`config.mk`:
```
export PLATFORM = sky130hd
export DESIGN_NAME = cpu_program_loader_flat
export DESIGN_NICKNAME = d
export VERILOG_FILES = /design/src/rtl/cpu_program_loader_if.sv /design/src/rtl/cpu_program_loader.sv /design/src/flat_wrapper.sv
export SDC_FILE = /design/constraint.sdc
export NUM_CORES = 1
export LEC_CHECK = 0
export ABC_AREA = 1
export BUFFER_PORTS_ARGS = -buffer_cell sky130_fd_sc_hd__buf_2
export CORE_MARGIN = 4
export CORE_UTILIZATION = 54
export DETAILED_ROUTE_END_ITERATION = 16
export GPL_TIMING_DRIVEN = 0
export HOLD_SLACK_MARGIN = 0.12
export PLACE_DENSITY = 0.8
export SYNTH_ARGS = -nofsm -noshare
export SYNTH_HDL_FRONTEND = slang
export SYNTH_SLANG_ARGS = --single-unit
```
`constraint.sdc`:
```
create_clock -name clk -period 13.6 [get_ports clk]
set_input_delay 2.72 -clock clk [delete_from_list [all_inputs] [get_ports clk]]
set_output_delay 2.72 -clock clk [all_outputs]
set_load 0.005 [all_outputs]
```
`src/rtl/cpu_program_loader_if.sv`:
```
// Stream-in handshake plus the two external memory ports driven by the program loader.
// master = loader side, slave = host/stream source and memories.
interface cpu_program_loader_if #(
   parameter int ADDR_W = 64
);
   logic              s_valid;
   logic [31:0]       s_data;
   logic              s_ready;

   logic [ADDR_W-1:0] addr_ext;
   logic              wen_ext;
   logic              ren_ext;
   logic [31:0]       wdata_ext;
   logic [31:0]       rdata_ext;

   logic [ADDR_W-1:0] addr_ext_2;
   logic              wen_ext_2;
   logic              ren_ext_2;
   logic [63:0]       wdata_ext_2;
   logic [63:0]       rdata_ext_2;

   modport master (
      input  s_valid, s_data, rdata_ext, rdata_ext_2,
      output s_ready,
      output addr_ext, wen_ext, ren_ext, wdata_ext,
      output addr_ext_2, wen_ext_2, ren_ext_2, wdata_ext_2
   );

   modport slave (
      output s_valid, s_data, rdata_ext, rdata_ext_2,
      input  s_ready,
      input  addr_ext, wen_ext, ren_ext, wdata_ext,
      input  addr_ext_2, wen_ext_2, ren_ext_2, wdata_ext_2
   );
endinterface

```
`src/rtl/cpu_program_loader.sv`:
```
// Boot loader: parses header-framed 32-bit words into imem (32-bit) / dmem (64-bit) writes, then enables the core.
// Optional macro LOADER_READBACK_EN: every write is read back and compared before the next word is taken.
module cpu_program_loader #(
   parameter int CNT_W  = 14,
   parameter int ADDR_W = 64
) (
   input  logic                 clk,
   input  logic                 arst,
   cpu_program_loader_if.master bus,
   output logic                 cpu_enable,
   output logic                 load_done,
   output logic                 load_error
);
   typedef enum logic [3:0] {
      S_HDR,
      S_IMEM,
      S_DMEM_LO,
      S_DMEM_HI,
      S_DRAIN,
      S_DONE,
      S_ERROR,
      S_WAIT_WR,
      S_VERIFY_RD,
      S_VERIFY_CMP
   } state_t;

   state_t            state_reg;
   state_t            state_next;
   state_t            eff_state;
   state_t            after_write;
   state_t            data_state;

   logic [ADDR_W-1:0] addr_cnt_reg;
   logic [CNT_W-1:0]  cnt_reg;
   logic              last_reg;
   logic              tgt_reg;
   logic [31:0]       lo_reg;

   logic [ADDR_W-1:0] addr_reg;
   logic [31:0]       wdata_reg;
   logic              wen_reg;
   logic [ADDR_W-1:0] addr2_reg;
   logic [63:0]       wdata2_reg;
   logic              wen2_reg;

   logic              xfer;
   logic              hdr_bad;
   logic [CNT_W-1:0]  hdr_cnt;
   logic [ADDR_W-1:0] hdr_addr;

   assign hdr_cnt    = bus.s_data[16 +: CNT_W];
   assign hdr_addr   = {{(ADDR_W-16){1'b0}}, bus.s_data[15:0]};
   assign hdr_bad    = (hdr_cnt == '0) ||
                       (bus.s_data[30] ? (bus.s_data[2:0] != 3'd0) : (bus.s_data[1:0] != 2'd0));
   assign xfer       = bus.s_valid && bus.s_ready;
   assign data_state = tgt_reg ? S_DMEM_LO : S_IMEM;

`ifdef LOADER_READBACK_EN
   logic verify_ok;
   assign verify_ok   = tgt_reg ? (bus.rdata_ext_2 == wdata2_reg) : (bus.rdata_ext == wdata_reg);
   assign after_write = S_WAIT_WR;

   // The compare cycle behaves like whichever state follows it, so a word can be taken
   // in the same cycle the read data checks out (3 cycles per imem word).
   always_comb begin
      eff_state = state_reg;
      if (state_reg == S_VERIFY_CMP) begin
         if (!verify_ok) begin
            eff_state = S_ERROR;
         end else if (cnt_reg != '0) begin
            eff_state = data_state;
         end else begin
            eff_state = last_reg ? S_DONE : S_HDR;
         end
      end
   end
`else
   logic unused_rdata;
   assign unused_rdata = ^{bus.rdata_ext, bus.rdata_ext_2};
   assign eff_state    = state_reg;
   // Final write of a last segment drains through S_DRAIN so DONE follows the strobe.
   assign after_write  = (cnt_reg == CNT_W'(1)) ? (last_reg ? S_DRAIN : S_HDR) : data_state;
`endif

   always_ff @(posedge clk or posedge arst) begin
      if (arst) begin
         state_reg <= S_HDR;
      end else begin
         state_reg <= state_next;
      end
   end

   always_comb begin
      state_next = eff_state;
      case (eff_state)
         S_HDR: begin
            if (xfer) begin
               if (hdr_bad) begin
                  state_next = S_ERROR;
               end else begin
                  state_next = bus.s_data[30] ? S_DMEM_LO : S_IMEM;
               end
            end
         end
         S_IMEM, S_DMEM_HI: begin
            if (xfer) begin
               state_next = after_write;
            end
         end
         S_DMEM_LO: begin
            if (xfer) begin
               state_next = S_DMEM_HI;
            end
         end
         S_DRAIN:     state_next = S_DONE;
         S_WAIT_WR:   state_next = S_VERIFY_RD;
         S_VERIFY_RD: state_next = S_VERIFY_CMP;
         default:     state_next = eff_state;
      endcase
   end

   always_comb begin
      bus.s_ready   = !arst && (eff_state inside {S_HDR, S_IMEM, S_DMEM_LO, S_DMEM_HI});
      bus.ren_ext   = 1'b0;
      bus.ren_ext_2 = 1'b0;
`ifdef LOADER_READBACK_EN
      if (!arst && state_reg == S_VERIFY_RD) begin
         bus.ren_ext   = !tgt_reg;
         bus.ren_ext_2 = tgt_reg;
      end
`endif
      cpu_enable = (state_reg == S_DONE);
      load_done  = (state_reg == S_DONE);
      load_error = (state_reg == S_ERROR);
   end

   assign bus.addr_ext    = addr_reg;
   assign bus.wdata_ext   = wdata_reg;
   assign bus.wen_ext     = wen_reg;
   assign bus.addr_ext_2  = addr2_reg;
   assign bus.wdata_ext_2 = wdata2_reg;
   assign bus.wen_ext_2   = wen2_reg;

   // Address/data registers only change on a write, so they hold while strobes are low.
   always_ff @(posedge clk or posedge arst) begin
      if (arst) begin
         addr_cnt_reg <= '0;
         cnt_reg      <= '0;
         last_reg     <= 1'b0;
         tgt_reg      <= 1'b0;
         lo_reg       <= '0;
         addr_reg     <= '0;
         wdata_reg    <= '0;
         wen_reg      <= 1'b0;
         addr2_reg    <= '0;
         wdata2_reg   <= '0;
         wen2_reg     <= 1'b0;
      end else begin
         wen_reg  <= 1'b0;
         wen2_reg <= 1'b0;
         if (xfer) begin
            case (eff_state)
               S_HDR: begin
                  addr_cnt_reg <= hdr_addr;
                  cnt_reg      <= hdr_cnt;
                  last_reg     <= bus.s_data[31];
                  tgt_reg      <= bus.s_data[30];
               end
               S_IMEM: begin
                  wen_reg      <= 1'b1;
                  addr_reg     <= addr_cnt_reg;
                  wdata_reg    <= bus.s_data;
                  addr_cnt_reg <= addr_cnt_reg + ADDR_W'(4);
                  cnt_reg      <= cnt_reg - CNT_W'(1);
               end
               S_DMEM_LO: begin
                  lo_reg <= bus.s_data;
               end
               S_DMEM_HI: begin
                  wen2_reg     <= 1'b1;
                  addr2_reg    <= addr_cnt_reg;
                  wdata2_reg   <= {bus.s_data, lo_reg};
                  addr_cnt_reg <= addr_cnt_reg + ADDR_W'(8);
                  cnt_reg      <= cnt_reg - CNT_W'(1);
               end
               default: ;
            endcase
         end
      end
   end
endmodule

```
`src/flat_wrapper.sv`:
```
// flat-port wrapper written by rule: the top's interface ports become plain ports
module cpu_program_loader_flat 
#(
   parameter int CNT_W  = 14,
   parameter int ADDR_W = 64
)
  (clk, arst, cpu_enable, load_done, load_error, bus_s_valid, bus_s_data, bus_rdata_ext, bus_rdata_ext_2, bus_s_ready, bus_addr_ext, bus_wen_ext, bus_ren_ext, bus_wdata_ext, bus_addr_ext_2, bus_wen_ext_2, bus_ren_ext_2, bus_wdata_ext_2);
  cpu_program_loader_if #(.ADDR_W(ADDR_W)) bus_i ();
  input  logic clk;
  input  logic arst;
  output logic cpu_enable;
  output logic load_done;
  output logic load_error;
  input wire logic [$bits(bus_i.s_valid)-1:0] bus_s_valid;
  input wire logic [$bits(bus_i.s_data)-1:0] bus_s_data;
  input wire logic [$bits(bus_i.rdata_ext)-1:0] bus_rdata_ext;
  input wire logic [$bits(bus_i.rdata_ext_2)-1:0] bus_rdata_ext_2;
  output wire logic [$bits(bus_i.s_ready)-1:0] bus_s_ready;
  output wire logic [$bits(bus_i.addr_ext)-1:0] bus_addr_ext;
  output wire logic [$bits(bus_i.wen_ext)-1:0] bus_wen_ext;
  output wire logic [$bits(bus_i.ren_ext)-1:0] bus_ren_ext;
  output wire logic [$bits(bus_i.wdata_ext)-1:0] bus_wdata_ext;
  output wire logic [$bits(bus_i.addr_ext_2)-1:0] bus_addr_ext_2;
  output wire logic [$bits(bus_i.wen_ext_2)-1:0] bus_wen_ext_2;
  output wire logic [$bits(bus_i.ren_ext_2)-1:0] bus_ren_ext_2;
  output wire logic [$bits(bus_i.wdata_ext_2)-1:0] bus_wdata_ext_2;
  assign bus_i.s_valid = bus_s_valid;
  assign bus_i.s_data = bus_s_data;
  assign bus_i.rdata_ext = bus_rdata_ext;
  assign bus_i.rdata_ext_2 = bus_rdata_ext_2;
  assign bus_s_ready = bus_i.s_ready;
  assign bus_addr_ext = bus_i.addr_ext;
  assign bus_wen_ext = bus_i.wen_ext;
  assign bus_ren_ext = bus_i.ren_ext;
  assign bus_wdata_ext = bus_i.wdata_ext;
  assign bus_addr_ext_2 = bus_i.addr_ext_2;
  assign bus_wen_ext_2 = bus_i.wen_ext_2;
  assign bus_ren_ext_2 = bus_i.ren_ext_2;
  assign bus_wdata_ext_2 = bus_i.wdata_ext_2;
  cpu_program_loader #(.CNT_W(CNT_W), .ADDR_W(ADDR_W)) u_core (.clk(clk), .arst(arst), .bus(bus_i), .cpu_enable(cpu_enable), .load_done(load_done), .load_error(load_error));
endmodule
```
==> summary.txt <==
Setup path
  • Crit path launch type: input port
  • Reg-to-Reg End: u_core.addr_cnt_reg[22]$_DFFE_PP0P_
  • Stage delay of the slowest cell on the critical path: 0.17 ns
  • Setup slack, reg-to-reg: 11.14 ns
  • R2r startpoint: u_core.eff_state[2]$_DFFE_PP0P_
  • CP arrival: 3.20 ns
  • Worst setup path endpoint: bus_s_ready
  • Levels on crit path: 3
  • CP top delay family: buffers and inverters
  • Buf/Inv on CP: 2
  • FF-to-FF path depth: 6
  • Crit Path Max Fanout: 3
  • Crit path kind: in -> out
  • Slowest cell on crit path: buf_2
  • Cell repeated most along the worst path: buf_2
  • Crit-path cells: buf_2 -> nor2_8 -> buf_2
  • CP Launch Point: arst
  • CP Data Required Time: 10.88 ns
  • CP Capture Type: output port

Global routing
  • Pin count of the biggest net entering global routing: 125
  • Vias in the first global route: 14885
  • Global route overflow: 0
  • Initial antenna violation count: 0
  • Tot GR Track Use: 0.352
  • Wire length of the first global-routing pass: 89100 µm

CTS
  • CTS tree: built
  • Worst-Skew Late Latency: 0.53 ns
  • Num CTS Buffers: 37
  • # clock sinks: 342
  • Clk pin slew, worst setup/hold paths: 0.06 ns
  • Setup Buffers After CTS: 0
  • Root buffer cell: clkbuf_16
  • # H-tree levels: 2
  • CTS max path bufs: 3
  • Cts repair resizes: 0
  • # hold bufs at CTS: 0

STA
  • Fin crit share: 0.436
  • Worst-Margin Slew: 0.789 ns
  • Final hold vios: 0
  • Min Hold Slack: 0.472 ns
  • Tmin final: 5.92 ns
  • RSZ-0062 raised after global routing: no
  • Setup ws final: 7.68 ns
  • Setup TNS Final: 0 ns
  • Max Fclk: 0.169 GHz
  • Worst Skew: 0.0157 ns
  • Slew Limit Fails: 0
  • Count of final setup violators: 0
  • Relative slew slack: 0.474

Routing
  • Via Count: 14547
  • Vias per inst: 5.76
  • Post-Route WL: 57300 µm
  • Drt wl/cell: 22.7 µm
  • Drt initial violations: 1451
  • Post-route ant nets: 0
  • TritonRoute pass-1 iters: 5
  • DRC: 0

Floorplanning
  • Die area: 32200 µm²
  • Die Y: 179 µm
  • Initial core utilization: 0.550
  • Cell Rows: 62
  • I/O pin cnt: 363
  • Std-Cell Core Area: 28900 µm²
  • Chip Width: 179 µm

Synth
  • Cell count after synthesis: 1811
  • Synth cell types: 45
  • Register area share after synthesis: 0.539
  • Post-Syn Area: 15900 µm²
  • Synth warnings: 0
  • Synth Register Bits: 342
  • Syn_area_per_cell: 8.76 µm²

Power
  • Power Density: 150 nW/µm²
  • Sw frac: 0.295
  • Psw: 0.838 mW
  • Share of power burned in registers: 0.469
  • Maximum vdd drop: 112 µV
  • Internal cell power: 2.00 mW
  • Leak Pwr: 9.60 nW
  • Clock network power share: 0.362
  • Comb pwr share: 0.169

Finish
  • Most common cell after layout, fill and taps aside: dfrtp_1
  • Filler-free cell count of the finished design: 2525
  • Final nets: 2252
  • Cell area after layout: 19000 µm²
  • Most frequent cells in the layout: dfrtp_1 (342), nor2_1 (334), nand2_1 (322)
  • Antenna diode count: 0
  • Area growth syn-to-layout: 19.5%
  • Layout cell share with drive strength beyond 1: 0.245

Place
  • DPL Wire Length: 42700 µm
  • DP Area: 17700 µm²
  • Cells after DPL: 2462
  • Port Buffers: 264
  • Worst slack, placed: 7.66 ns
  • GP Congestion: 1.00

Status
  • Status: finished clean

Flow run
  • Max_cap viols: 0

Worst hold path
  • Worst min path class: reg -> reg
==> layout make-up <==
type / instances / area [µm²]
Clock inverter: 10 / 166
Buffer: 73 / 429
Timing Repair Buffer: 266 / 1380
Fill cell: 2412 / 9900
Tap cell: 384 / 480
Inverter: 153 / 582
Multi-Input combinational cell: 1244 / 6310
Sequential cell: 342 / 8560
Clock buffer: 53 / 1060
==> worst min-delay path by stage <==
stage	startpoint	end	slack, ns	depth (start not counted)
finish	u_core.last_reg$_DFFE_PP0P_	u_core.last_reg$_DFFE_PP0P_	0.47	2
global route	u_core.bus.addr_ext[18]$_DFFE_PP0P_	u_core.bus.addr_ext[18]$_DFFE_PP0P_	0.50	1
CTS	u_core.last_reg$_DFFE_PP0P_	u_core.last_reg$_DFFE_PP0P_	0.47	2
detailed placement	u_core.last_reg$_DFFE_PP0P_	u_core.last_reg$_DFFE_PP0P_	0.46	2
global placement	u_core.last_reg$_DFFE_PP0P_	u_core.last_reg$_DFFE_PP0P_	0.46	2
floorplan	u_core.last_reg$_DFFE_PP0P_	u_core.last_reg$_DFFE_PP0P_	0.44	2
==> Yosys cell counts, drive strengths merged <==
cell type,number,area (µm²)
nor2,355,1410
dfrtp,342,8560
nand2,326,1240
a21oi,205,1030
inv,153,574
mux2,100,1130
nand3,87,453
o21ai,76,380
buf,69,414
nand4,24,150
o211ai,15,113
nor3,12,65.1
o22ai,11,75.1
o221ai,5,43.8
clkbuf,4,15.0
ha,4,50.1
o31ai,4,30.0
or2,4,25.0
a21boi,3,22.5
a221oi,3,32.5
a22oi,2,15.0
o21bai,2,15.0
a31oi,1,6.26
and3,1,6.26
conb,1,3.75
nor3b,1,7.51
nor4,1,6.26
==> per-stage QoR <==
stage | total power, mW | util
3_3_place_gp | 1.79 | 0.612
4_1_cts | 2.84 | 0.657
6_report | 2.84 | 0.657
5_1_grt | 2.97 | 0.657
3_5_place_dp | 1.81 | 0.615
2_1_floorplan | 1.59 | -
==> routing by layer <==
metal  GRT usage  vias up  routed length, µm
met5           0        -                  0
met1       0.434     7134              21800
met2       0.594      715              27900
met3      0.0679      151               4270
met4       0.176        0               3320
li1            -     6547                  -
==> cells by family (layout without fill, tap and decap cells) <==
| kind of cell | count (synthesis) | count (layout) | synth area share |
|---|---|---|---|
| adders and majority gates | 4 | 4 | 0.00315 |
| AOI/OAI and AO/OA | 327 | 327 | 0.111 |
| DFF | 342 | 342 | 0.539 |
| muxes | 100 | 100 | 0.0710 |
| and+or+nand+nor | 811 | 811 | 0.212 |
| other | 1 | 2 | 0.000236 |
| buffers and inverters | 226 | 555 | 0.0632 |
==> power by group through the flow <==
| stage | Sequential, mW | Clock (mW) | Combinational (mW) |
|---|---|---|---|
| 6_report | 1.33 | 1.03 | 0.481 |
| 5_1_grt | 1.35 | 1.08 | 0.538 |
| 4_1_cts | 1.32 | 1.03 | 0.481 |
| 3_5_place_dp | 1.34 | 0 | 0.475 |
| 3_3_place_gp | 1.33 | 0 | 0.456 |
| 2_1_floorplan | 1.32 | 0 | 0.275 |
==> worst register-to-register path, delay by kind of cell, from the launching register on <==
kind            cells  cell delay, ns
buf+inv             2            0.89
compound gates      2            0.57
simple gates        2            0.49
flops               1            0.42
Note: power is estimated with default switching activity, not from simulation.
